`config.mk`:
```
export PLATFORM = sky130hd
export DESIGN_NAME = uart_rx_deserializer
export DESIGN_NICKNAME = d
export VERILOG_FILES = /design/src/rtl/uart_rx_deserializer.sv
export SDC_FILE = /design/constraint.sdc
export NUM_CORES = 1
export LEC_CHECK = 0
export ABC_AREA = 1
export CORE_MARGIN = 3
export CORE_UTILIZATION = 30
export DETAILED_ROUTE_END_ITERATION = 8
export GPL_TIMING_DRIVEN = 0
export MAX_ROUTING_LAYER = met4
export PLACE_DENSITY = 0.48
export SYNTH_ARGS = -nofsm -noshare
export SYNTH_HDL_FRONTEND = slang
export SYNTH_SLANG_ARGS = --single-unit
export TNS_END_PERCENT = 50
```
`constraint.sdc`:
```
create_clock -name clk -period 2.6 [get_ports clk]
set_input_delay 0.39 -clock clk [delete_from_list [all_inputs] [get_ports clk]]
set_output_delay 0.39 -clock clk [all_outputs]
set_load 0.05 [all_outputs]
```
`src/rtl/uart_rx_deserializer.sv`:
```
// uart_rx_deserializer
// Receive-side serial front end. Oversamples the RX line, tracks each frame
// through start/data/parity/stop, and hands good bytes to the receive FIFO
// with a one-clock write strobe. Framing, parity and overrun conditions are
// reported as one-clock pulses in the same slot as the write strobe.
module uart_rx_deserializer #(
    parameter int DATA_BITS  = 8,
    parameter int OVERSAMPLE = 16
) (
    input  logic       clk,
    input  logic       rst_n,
    input  logic       baud_tick,
    input  logic       rx_i,
    input  logic       parity_en,
    input  logic       parity_odd,
    input  logic       fifofull,
    output logic [7:0] rx_data,
    output logic       fifowr,
    output logic       frame_err,
    output logic       parity_err,
    output logic       overrun_err,
    output logic       busy
);

    localparam int CNT_W = $clog2(OVERSAMPLE);

    localparam logic [2:0] S_IDLE      = 3'd0;
    localparam logic [2:0] S_START     = 3'd1;
    localparam logic [2:0] S_DATA      = 3'd2;
    localparam logic [2:0] S_PARITY    = 3'd3;
    localparam logic [2:0] S_STOP      = 3'd4;
    localparam logic [2:0] S_WAIT_HIGH = 3'd5;

    // Tick index of the middle of the start bit, and of the next bit centre
    // once the counter has been re-aligned to mid-bit.
    localparam logic [CNT_W-1:0] CNT_MID  = CNT_W'(OVERSAMPLE / 2 - 1);
    localparam logic [CNT_W-1:0] CNT_LAST = CNT_W'(OVERSAMPLE - 1);
    localparam logic [2:0]       IDX_LAST = 3'(DATA_BITS - 1);

    logic                 rx_meta;
    logic                 rx_s;
    logic [2:0]           state;
    logic [2:0]           state_nxt;
    logic [CNT_W-1:0]     cnt;
    logic [2:0]           bit_idx;
    logic [DATA_BITS-1:0] shreg;
    logic                 par_en_q;
    logic                 par_odd_q;
    logic                 mismatch;
    logic                 sample;

    // Expected parity bit for the received data: even parity is the XOR of
    // the data bits, odd parity its complement.
    function automatic logic parity_expect(input logic [DATA_BITS-1:0] d,
                                           input logic odd);
        return (^d) ^ odd;
    endfunction

    // Bit-centre sample point while inside a data, parity or stop bit.
    assign sample = baud_tick && (cnt == CNT_LAST);

    // Two-flop synchronizer for the asynchronous line; idles high.
    always_ff @(posedge clk) begin
        if (!rst_n) begin
            rx_meta <= 1'b1;
            rx_s    <= 1'b1;
        end else begin
            rx_meta <= rx_i;
            rx_s    <= rx_meta;
        end
    end

    // Frame sequencing: next-state decode.
    always_comb begin
        state_nxt = state;
        case (state)
            S_IDLE: begin
                if (baud_tick && !rx_s) state_nxt = S_START;
            end
            S_START: begin
                if (baud_tick && (cnt == CNT_MID)) state_nxt = rx_s ? S_IDLE : S_DATA;
            end
            S_DATA: begin
                if (sample && (bit_idx == IDX_LAST)) state_nxt = par_en_q ? S_PARITY : S_STOP;
            end
            S_PARITY: begin
                if (sample) state_nxt = S_STOP;
            end
            S_STOP: begin
                if (sample) state_nxt = rx_s ? S_IDLE : S_WAIT_HIGH;
            end
            S_WAIT_HIGH: begin
                if (baud_tick && rx_s) state_nxt = S_IDLE;
            end
            default: state_nxt = S_IDLE;
        endcase
    end

    // State, tick counter, bit index, shift register and per-frame settings.
    always_ff @(posedge clk) begin
        if (!rst_n) begin
            state     <= S_IDLE;
            busy      <= 1'b0;
            cnt       <= '0;
            bit_idx   <= '0;
            shreg     <= '0;
            par_en_q  <= 1'b0;
            par_odd_q <= 1'b0;
            mismatch  <= 1'b0;
        end else begin
            state <= state_nxt;
            busy  <= (state_nxt != S_IDLE);
            case (state)
                S_IDLE: begin
                    if (baud_tick && !rx_s) begin
                        cnt       <= '0;
                        par_en_q  <= parity_en;
                        par_odd_q <= parity_odd;
                        mismatch  <= 1'b0;
                    end
                end
                S_START: begin
                    if (baud_tick) begin
                        if (cnt == CNT_MID) begin
                            cnt     <= '0;
                            bit_idx <= '0;
                        end else begin
                            cnt <= cnt + 1'b1;
                        end
                    end
                end
                S_DATA, S_PARITY, S_STOP: begin
                    if (baud_tick) cnt <= sample ? '0 : cnt + 1'b1;
                    if (sample && (state == S_DATA)) begin
                        shreg   <= {rx_s, shreg[DATA_BITS-1:1]};
                        bit_idx <= bit_idx + 1'b1;
                    end
                    if (sample && (state == S_PARITY)) begin
                        mismatch <= (rx_s != parity_expect(shreg, par_odd_q));
                    end
                end
                default: ;
            endcase
        end
    end

    // Stop-bit verdict: registered strobe, error pulses and accepted byte.
    always_ff @(posedge clk) begin
        if (!rst_n) begin
            rx_data     <= '0;
            fifowr      <= 1'b0;
            frame_err   <= 1'b0;
            parity_err  <= 1'b0;
            overrun_err <= 1'b0;
        end else begin
            fifowr      <= 1'b0;
            frame_err   <= 1'b0;
            parity_err  <= 1'b0;
            overrun_err <= 1'b0;
            if ((state == S_STOP) && sample) begin
                if (rx_s) begin
                    if (!fifofull) begin
                        rx_data    <= 8'(shreg);
                        fifowr     <= 1'b1;
                        parity_err <= mismatch;
                    end else begin
                        overrun_err <= 1'b1;
                    end
                end else begin
                    frame_err <= 1'b1;
                end
            end
        end
    end

endmodule

```
==> summary.md, run 1 <==
| Metric | Value |
|---|---|
| Power, Total | just over 1 mW |
| N_diodes | 0 |
| Slowest stage delay, CP | 810 ps |
| Crit path DAT | around 1500 ps |
| Cell taking the most area after synthesis | dfxtp_1 |
| First-pass GRT wire length | between 6000 and 7000 µm |
| Leakage Power | around 0.86 nW |
| CTS Buf Count | 5 |
| Filler cells | between 500 and 600 |
| EDFF count, synth | 0 |
| CTS tree | yes |
| Reg power frac | 0.554 |
| Fmax | roughly 540 MHz |
| Total track usage | 0.136 |
| Via count | around 1500 |
| Mapped Cells | 227 |
| Period utilization | 0.706 |
| Io pins | 20 |
| # DRC | 0 |
| RSZ-0062 raised after global routing | false |
| Critical path capture point type | output port |
| Power per standard cell area | 496 nW/µm² |
| Routed wire length per instance | around 12 µm |
| Slew HR | 0.563 |
| Min Tclk post-route | around 1800 ps |
| Fin. max-slew vios | 0 |
| Post-CTS Hold Fix Bufs | 0 |
| Bufs on Longest Clock Path | 2 |
| WHS | between 400 and 500 ps |
| Detailed Route WL | about 3800 µm |
| Via-per-instance ratio | approximately 4.5 |
| Setup Viol. Count Final | 0 |
| Die Height | between 80 and 90 µm |
| WP buf/inv | 1 |
| Final Hold Vio Count | 0 |
| Worst Path Max Fanout | 2 |
| Die Span X | roughly 81 µm |
| Cell family with most CP delay | buffers and inverters |
| Peak supply drop | approximately 190 µV |
| Largest cells by area after synthesis | dfxtp_1, nand2_1, inv_1 |
| Largest net degree at the start of global routing | 12 |
| Slew @ Worst Pin | 656 ps |
| HP Class | reg -> reg |
| Seq cells post-synth | 36 |
| DR iter-0 viols | 45 |
| Die area | ~6500 µm² |
| Nets | 263 |
| Sw Share | 0.240 |
| Post-CTS Setup Inserts | 0 |
| Pre-antenna DRT Iters | 4 |
| Share of post-route cells with drive strength above 1 | 0.0906 |
| Most numerous cell in the Yosys netlist | nand2_1 |
| Worst EP required | approximately 2200 ps |
| Top_reg_cell synth | dfxtp_1 |
| Clock Pin Slew Worst Setup and Hold Paths | 80 ps |
| Synth-to-Final Area Change | 21.8% |
| Grt ovf | 0 |
| Final setup TNS | 0 ps |
| Placeable Area | roughly 5200 µm² |
| Post-cts resize count | 0 |
| Crit path kind | reg -> out |
| Post-Syn Area per Cell | roughly 7.3 µm² |
| CP Cell Sequence | clkdlybuf4s50_1 |
| IO Port Bufs | 19 |
| MaxCap Viol Count | 0 |
| Max stage delay cell, worst path | clkdlybuf4s50_1 |
| Logic pwr share | 0.047 |
| Library cells used by synthesis | 30 |
| CTS H-Tree Depth | 2 |
| Clock power frac | 0.399 |
| Cell area after synthesis | 1670 µm² |
| CTS sink cnt | 36 |
| Initial antenna violation count | 0 |
| Vias in the first global route | ~1400 |
| Root Driver | clkbuf_8 |
| Startpoint type of the worst setup path | register |
| Synth top area share | 0.433 |
| Starting Density | 0.318 |
| R2R setup slack | approximately 800 ps |
| FP Rows | 26 |
| Worst-Skew Late Latency | about 300 ps |
| GP Congestion | around 0.80 |
| Post-synth top cells | nand2_1, dfxtp_1, inv_1, nor2_1, o21ai_0 |
| Count of warnings emitted by yosys | 0 |
| ANT nets after route | 0 |
| Hpwl dp | roughly 2800 µm |
| Post-synth net total | ~240 |
| Async S/R FF share, synth | 0 |
| Pint | between 0.7 and 0.8 mW |
| Worst Skew | between 10 and 15 ps |
| Outcome | finished clean |
| Net Sw Power | 0.241 mW |
| Post-synthesis sequential area ratio | 0.433 |
-- metal layers --
| metal | track usage | vias up | share of wire |
|---|---|---|---|
| li1 | - | 788 | - |
| met1 | 0.168 | 639 | 0.50 |
| met2 | 0.202 | 28 | 0.44 |
| met3 | 0.0437 | 5 | 0.047 |
| met4 | 0.0591 | 0 | 0.017 |
| met5 | - | - | 0 |
-- state kept, by name, summed over array words and instances (netlist names) --
| signal | count |
|---|---|
| rx_data | 8 |
| shreg | 8 |
| cnt | 4 |
| bit_idx | 3 |
| state | 3 |
| busy | 1 |
| fifowr | 1 |
| frame_err | 1 |
| mismatch | 1 |
| overrun_err | 1 |
| par_en_q | 1 |
| par_odd_q | 1 |
| parity_err | 1 |
| rx_meta | 1 |
| rx_s | 1 |
-- worst paths after layout --
kind              startpoint         end  cells past startpoint
setup / recovery  rx_data[3]  rx_data[3]                      1
hold / removal       rx_meta        rx_s                      1
setup reg to reg      cnt[0]  rx_data[0]                     10
hold reg to reg      rx_meta        rx_s                      1
-- kinds of logic after synthesis --
logic type	after synthesis	share of synthesized area
compound gates	45	0.159
xor+xnor	1	0.00526
fa+ha+maj	3	0.0225
buf+inv	36	0.0879
flops	36	0.433
simple gates	106	0.292
-- per-stage QoR --
step / cell area, µm² / setup WS [ps] / cells / util
2_1_floorplan: 1670 / 1050 / 227 / -
3_3_place_gp: 1940 / 525 / 316 / 0.371
3_5_place_dp: 1940 / 518 / 316 / 0.371
4_1_cts: 2030 / 751 / 324 / 0.387
5_1_grt: 2030 / 620 / 324 / 0.387
6_report: 2030 / 764 / 324 / 0.387
-- power groups by stage --
stage	Combinational, mW	Sequential [mW]	Clock (mW)
4_1_cts	0.0486	0.557	0.414
3_5_place_dp	0.0484	0.570	0
5_1_grt	0.0542	0.558	0.429
3_3_place_gp	0.0486	0.570	0
6_report	0.0475	0.557	0.401
2_1_floorplan	0.0246	0.572	0
-- layout make-up --
| type | count | area, µm² | share of cell area |
|---|---|---|---|
| clock buffer | 7 | 76.3 | 0.0376 |
| tap | 70 | 87.6 | 0.0432 |
| multi-input combinational | 155 | 798 | 0.394 |
| clock inverter | 1 | 8.76 | 0.00432 |
| timing repair buffer | 19 | 190 | 0.0938 |
| sequential | 36 | 721 | 0.355 |
| inverter | 30 | 114 | 0.0561 |
| buffer | 6 | 32.5 | 0.0160 |
-- placed cells by master, fill, tap and decap left out, types with 3 or more instances in the layout --
cell type | netlist | routed
a211oi_1 | 6 | 6
a21oi_1 | 14 | 14
clkbuf_1 | 3 | 5
clkbuf_8 | 0 | 5
clkdlybuf4s50_1 | 0 | 19
dfxtp_1 | 36 | 36
ha_1 | 3 | 3
inv_1 | 28 | 28
nand2_1 | 50 | 50
nand3_1 | 13 | 13
nor2_1 | 27 | 27
nor3_1 | 3 | 3
o21ai_0 | 19 | 19
or2_2 | 3 | 3
(Power assumes the default switching activity.)
==> run 2: changes to the inputs <==
==> constraint.sdc (replaced) <==
create_clock -name clk -period 1.7 [get_ports clk]
set_input_delay 0.255 -clock clk [delete_from_list [all_inputs] [get_ports clk]]
set_output_delay 0.255 -clock clk [all_outputs]
set_load 0.05 [all_outputs]
==> run 2 against run 1 <==
Non-clock buffer count rose by 7. Count of clock-buffer cells in the layout is the same. Die area stayed put. Highest routed layer unchanged. Clock skew is 1.1 ps lower. Critical path depth unchanged. Utilization up 1.8 points.
==> summary.md, run 2 (same netlist as run 1, synthesis figures left out) <==
| Metric | Value |
|---|---|
| WP buf/inv | 1 (unchanged) |
| Leakage Power | 0.963 nW (+12%) |
| Crit path kind | reg -> out |
| Period utilization | 0.973 |
| Routed wire length per instance | 12.0 µm (+2.2%) |
| Die Height | 80.5 µm (unchanged) |
| Critical path capture point type | output port |
| Peak supply drop | 281 µV (+48%) |
| DR iter-0 viols | 58 (+29%) |
| Startpoint type of the worst setup path | register |
| Largest net degree at the start of global routing | 12 (unchanged) |
| Worst Skew | 10.2 ps (-1.13 ps) |
| Root Driver | clkbuf_8 |
| N_diodes | 0 (unchanged) |
| Vias in the first global route | 1453 (+0.83%) |
| Die Span X | 80.5 µm (unchanged) |
| Filler cells | 553 (-2.3%) |
| Commonest non-fill, non-tap cell in the layout | nand2_1 |
| Fmax | ~600 MHz |
| Met3 Resource Use GR | 0.0437 (unchanged) |
| Placeable Area | 5240 µm² (unchanged) |
| Largest registers | rx_data (8), shreg (8), cnt (4) |
| Detailed Route WL | 3970 µm (+4.4%) |
| Pre-antenna DRT Iters | 4 (unchanged) |
| Busiest grt layer | met2 |
| Net Sw Power | 0.365 mW (+51%) |
| CTS H-Tree Depth | 2 (unchanged) |
| Worst-Skew Late Latency | 300 ps (about the same) |
| FP Rows | 26 (unchanged) |
| Power, Total | 1.54 mW (+53%) |
| Final Hold Vio Count | 0 (unchanged) |
| Cell family with most CP delay | buffers and inverters |
| Grt ovf | 0 (unchanged) |
| IO Port Bufs | 19 (unchanged) |
| Starting Density | 0.318 (unchanged) |
| Slowest stage delay, CP | 790 ps (-20 ps) |
| CTS Buf Count | 5 (unchanged) |
| # DRC | 0 (unchanged) |
| Die area | 6480 µm² (unchanged) |
| Sw Share | 0.237 (-0.00254) |
| Setup Viol. Count Final | 0 (unchanged) |
| Io pins | 20 (unchanged) |
| RSZ-0062 raised after global routing | true |
| MaxCap Viol Count | 0 (unchanged) |
| Max stage delay cell, worst path | clkdlybuf4s50_1 |
| First-pass GRT wire length | 6580 µm (+0.95%) |
| Total track usage | 0.137 (+0.00144) |
| Met1 Use GR | 0.169 (+0.000678) |
| Share of post-route cells with drive strength above 1 | 0.142 (+0.0512) |
| Outcome | finished clean |
| Via count | 1495 (+2.4%) |
| Clock Pin Slew Worst Setup and Hold Paths | 70 ps (about the same) |
| Worst Path Max Fanout | 1 (-1) |
| Slew HR | 0.538 (-0.0247) |
| CTS sink cnt | 36 (unchanged) |
| Slew @ Worst Pin | 693 ps (+37.0 ps) |
| DP Worst Slack | -247 ps (-765 ps) |
| Worst EP required | 1440 ps (-770 ps) |
| Hpwl dp | 2800 µm (unchanged) |
| CTS tree | yes |
| CP Cell Sequence | clkdlybuf4s50_1 |
| GP Congestion | 0.798 (unchanged) |
| Met2 Use GR | 0.206 (+0.00414) |
| Via-per-instance ratio | 4.52 (+0.23%) |
| Clock power frac | 0.395 (-0.004) |
| Synth-to-Final Area Change | 27.3% |
| Power per standard cell area | 724 nW/µm² (+46%) |
| Reg power frac | 0.555 (about the same) |
| Setup ws final | 45.8 ps (-718 ps) |
| Commonest cells after routing, fill and taps aside | nand2_1, dfxtp_1, inv_1 |
| Min Tclk post-route | ~1700 ps |
| Crit path DAT | 1400 ps (-50 ps) |
| HP Class | reg -> reg |
| Logic pwr share | 0.049 (+0.002) |
| Initial antenna violation count | 0 (unchanged) |
| Fin. max-slew vios | 0 (unchanged) |
| Final setup TNS | 0 ps (unchanged) |
| Bufs on Longest Clock Path | 2 (unchanged) |
| ANT nets after route | 0 (unchanged) |
| Pint | 1.17 mW (+53%) |
| Nets | 270 (+2.7%) |
-- run 2: final timing paths --
kind	start	end	slack, ps	cells past startpoint
worst min register to register	rx_meta	rx_s	420	1
worst max-delay path	frame_err	frame_err	50	1
worst min-delay path	rx_meta	rx_s	420	1
worst max register to register	cnt[1]	rx_data[6]	100	9
-- run 2: through the flow --
stage	hold slack, ps	cell area (µm²)	instances	utilization
after floorplan	362	1670	227	-
after global placement	399	1940	316	0.371
after detailed placement	402	1940	316	0.371
after CTS	420	2040	326	0.389
after global routing	451	2120	331	0.405
final	415	2120	331	0.405
-- run 2: power by group through the flow --
stage	Combinational, mW	Clock (mW)	Sequential (mW)
finish	0.0760	0.607	0.853
floorplan	0.0376	0	0.874
global route	0.0862	0.657	0.853
global placement	0.0743	0	0.872
detailed placement	0.0740	0	0.872
CTS	0.0743	0.634	0.853
-- run 2: cell type report --
class,instances,area (µm²),share of cell area
Clock inverter,1,8.76,0.00413
Timing Repair Buffer,26,241,0.114
Inverter,30,118,0.0555
Tap cell,70,87.6,0.0413
Sequential cell,36,723,0.341
Clock buffer,7,76.3,0.0360
Multi-Input combinational cell,155,831,0.392
Buffer,6,35.0,0.0165
-- run 2: repair_timing --
item | 4_1_cts | 5_1_grt
hold buffers | 0 | 0
pin swaps | 1 | 4
gates resized for setup | 9 | 14
endpoints found under the setup margin | 15 | 17
cloned | 0 | 1
setup buffers | 2 | 4
-- run 2: routing by layer --
layer,share of wire,wire [µm]
met3,0.044,174
met4,0.025,98
met5,0,0
met2,0.43,1710
met1,0.50,1990
==> run 3: changes to the inputs <==
--- a/config.mk
+++ b/config.mk
@@ -7,11 +7,12 @@
 export LEC_CHECK = 0
 export ABC_AREA = 1
 export CORE_MARGIN = 3
-export CORE_UTILIZATION = 30
+export CORE_UTILIZATION = 50
 export DETAILED_ROUTE_END_ITERATION = 8
+export GPL_ROUTABILITY_DRIVEN = 0
 export GPL_TIMING_DRIVEN = 0
 export MAX_ROUTING_LAYER = met4
-export PLACE_DENSITY = 0.48
+export PLACE_DENSITY = 0.73
 export SYNTH_ARGS = -nofsm -noshare
 export SYNTH_HDL_FRONTEND = slang
 export SYNTH_SLANG_ARGS = --single-unit
==> constraint.sdc (replaced) <==
create_clock -name clk -period 1.84 [get_ports clk]
set_input_delay 0.276 -clock clk [delete_from_list [all_inputs] [get_ports clk]]
set_output_delay 0.276 -clock clk [all_outputs]
set_load 0.05 [all_outputs]
==> run 3 against run 2 <==
Total power shrank 16%. Critical endpoint is now rx_data[0]. Sequential power shrank 7.6%. Combinational power shrank 13%.
==> summary.md, run 3 (same netlist as run 1, synthesis figures left out) <==
| Metric | Value |
|---|---|
| Peak supply drop | 502 µV (+79%) |
| Crit path DAT | 1500 ps (+100 ps) |
| CTS H-Tree Depth | 2 (unchanged) |
| Setup Viol. Count Final | 0 (unchanged) |
| Starting Density | 0.537 (+0.219) |
| FF-to-FF Start | cnt[0] |
| Finished Core Util | 0.644 (+0.239) |
| CP Cell Sequence | clkdlybuf4s50_1 |
| Commonest cells after routing, fill and taps aside | nand2_1, dfxtp_1, inv_1 |
| Slew @ Worst Pin | 582 ps (-111 ps) |
| Routed wire length per instance | 11.4 µm (-5.1%) |
| CTS Buf Count | 5 (unchanged) |
| Power, Total | 1.29 mW (-16%) |
| Largest net degree at the start of global routing | 12 (unchanged) |
| Worst EP required | 1560 ps (+120 ps) |
| Worst Skew | 15.4 ps (+5.16 ps) |
| Grt ovf | 0 (unchanged) |
| Vias in the first global route | 1399 (-3.7%) |
| HP Class | reg -> reg |
| CTS tree | yes |
| Worst setup path endpoint | rx_data[0] |
| Slew HR | 0.612 (+0.0742) |
| Worst-Skew Late Latency | 340 ps (+40 ps) |
| Fin. max-slew vios | 0 (unchanged) |
| IO Port Bufs | 19 (unchanged) |
| Cell family with most CP delay | buffers and inverters |
| Critical path capture point type | output port |
| WP depth | 1 (unchanged) |
| Via-per-instance ratio | 5.04 (+12%) |
| Die Height | 63.7 µm (-21%) |
| Largest registers | rx_data (8), shreg (8), cnt (4) |
| Io pins | 20 (unchanged) |
| Fmax | around 560 MHz |
| Commonest non-fill, non-tap cell in the layout | nand2_1 |
| DR iter-0 viols | 55 (-5.2%) |
| Hpwl dp | 2550 µm (-8.8%) |
| WP buf/inv | 1 (unchanged) |
| Outcome | finished clean |
| Slowest stage delay, CP | 810 ps (+20 ps) |
| Worst flop-to-flop path endpoint | rx_data[5] |
| Period utilization | 0.967 |
| Detailed Route WL | 3420 µm (-14%) |
| FP Rows | 20 (-23%) |
| Synth-to-Final Area Change | 19.9% |
| Die area | 4060 µm² (-37%) |
| Final Hold Vio Count | 0 (unchanged) |
| Root Driver | clkbuf_4 |
| # DRC | 0 (unchanged) |
| First-pass GRT wire length | 5820 µm (-12%) |
| Max stage delay cell, worst path | clkdlybuf4s50_1 |
| Startpoint type of the worst setup path | register |
| Leakage Power | 0.887 nW (-7.9%) |
| Post-CTS Hold Fix Bufs | 0 (unchanged) |
| Nets | 265 (-1.9%) |
| Pre-antenna DRT Iters | 4 (unchanged) |
| Placeable Area | 3100 µm² (-41%) |
| Bufs on Longest Clock Path | 2 (unchanged) |
| R2R cell count | 10 (+1) |
| R2R setup slack | 120 ps (+20 ps) |
| Share of post-route cells with drive strength above 1 | 0.117 (-0.0246) |
| Crit path kind | reg -> out |
| MaxCap Viol Count | 0 (unchanged) |
| Clock Pin Slew Worst Setup and Hold Paths | 110 ps (+40 ps) |
| Via count | 1513 (+1.2%) |
| Die Span X | 63.7 µm (-21%) |
| Min Tclk post-route | 1780 ps |
| Power per standard cell area | 646 nW/µm² (-11%) |
| RSZ-0062 raised after global routing | true |
| Initial antenna violation count | 0 (unchanged) |
| N_diodes | 0 (unchanged) |
| Start point of the critical path | rx_data[0] |
| ANT nets after route | 0 (unchanged) |
| Total track usage | 0.190 (+0.0525) |
| CTS sink cnt | 36 (unchanged) |
| Worst Path Max Fanout | 2 (+1) |
==> run 3: cell count changes in the layout (fill, tap and decap cells not counted), moves of 2 or more <==
| cell | delta |
|---|---|
| clkdlybuf4s50_1 | +7 |
| dlygate4sd2_1 | -7 |
| clkbuf_4 | +4 |
| clkbuf_8 | -4 |
| clkinv_2 | +3 |
| buf_4 | -2 |
| buf_6 | -2 |
| clkbuf_1 | -2 |
| inv_4 | -2 |
| nor2_1 | +2 |
| nor2_2 | -2 |
==> run 3: metrics by stage <==
step / TNS [ps] / area [µm²] / setup WS [ps] / hold WS [ps] / instances
2_1_floorplan: 0 / 1670 / 294 / 383 / 227
3_3_place_gp: -153 / 1910 / -42.3 / 395 / 290
5_1_grt: -20.5 / 2000 / -19.1 / 420 / 300
3_5_place_dp: -192 / 1910 / -55.3 / 402 / 290
4_1_cts: 0 / 1970 / 36.0 / 426 / 298
6_report: 0 / 2000 / 61.5 / 416 / 300
==> run 3: layout make-up <==
type,instances,area (µm²)
Inverter,30,114
Tap cell,44,55.1
Fill cell,305,1110
Clock inverter,2,10.0
Buffer,6,32.5
Clock buffer,6,51.3
Timing Repair Buffer,21,208
Sequential cell,36,723
Multi-Input combinational cell,155,803
==> run 3: metal layers <==
metal,global-route usage,routed length (µm),share of wire,vias up
met5,-,0,0,-
met2,0.318,1600,0.47,22
li1,-,-,-,793
met1,0.213,1610,0.47,692
met3,0.0535,152,0.044,6
met4,0.0728,55,0.016,0
==> run 3: what timing repair did <==
action,in CTS,in global routing
buffers inserted,0,2
endpoints found under the setup margin,0,4
endpoints found under the hold margin,0,0
gates resized for setup,0,4
==> run 3: worst register-to-register path, delay by kind of cell, from the launching register on <==
kind / cells / cell delay, ps
adders and majority gates: 1 / 180
AOI/OAI and AO/OA: 1 / 150
and+or+nand+nor: 5 / 590
buffers and inverters: 3 / 370
DFF: 1 / 360
==> run 3: worst min-delay path by stage <==
stage / start / to / slack, ps / cells past startpoint
finish: rx_meta / rx_s / 420 / 1
floorplan: rx_i / rx_meta / 380 / 1
global route: rx_meta / rx_s / 420 / 1
global placement: rx_meta / rx_s / 400 / 1
CTS: rx_meta / rx_s / 430 / 1
detailed placement: rx_meta / rx_s / 400 / 1
==> run 3: where the power goes <==
part	internal (mW)	total (mW)	switching [mW]
Combinational	0.0254	0.0662	0.0408
Sequential	0.785	0.788	0.00290
Clock	0.182	0.437	0.255
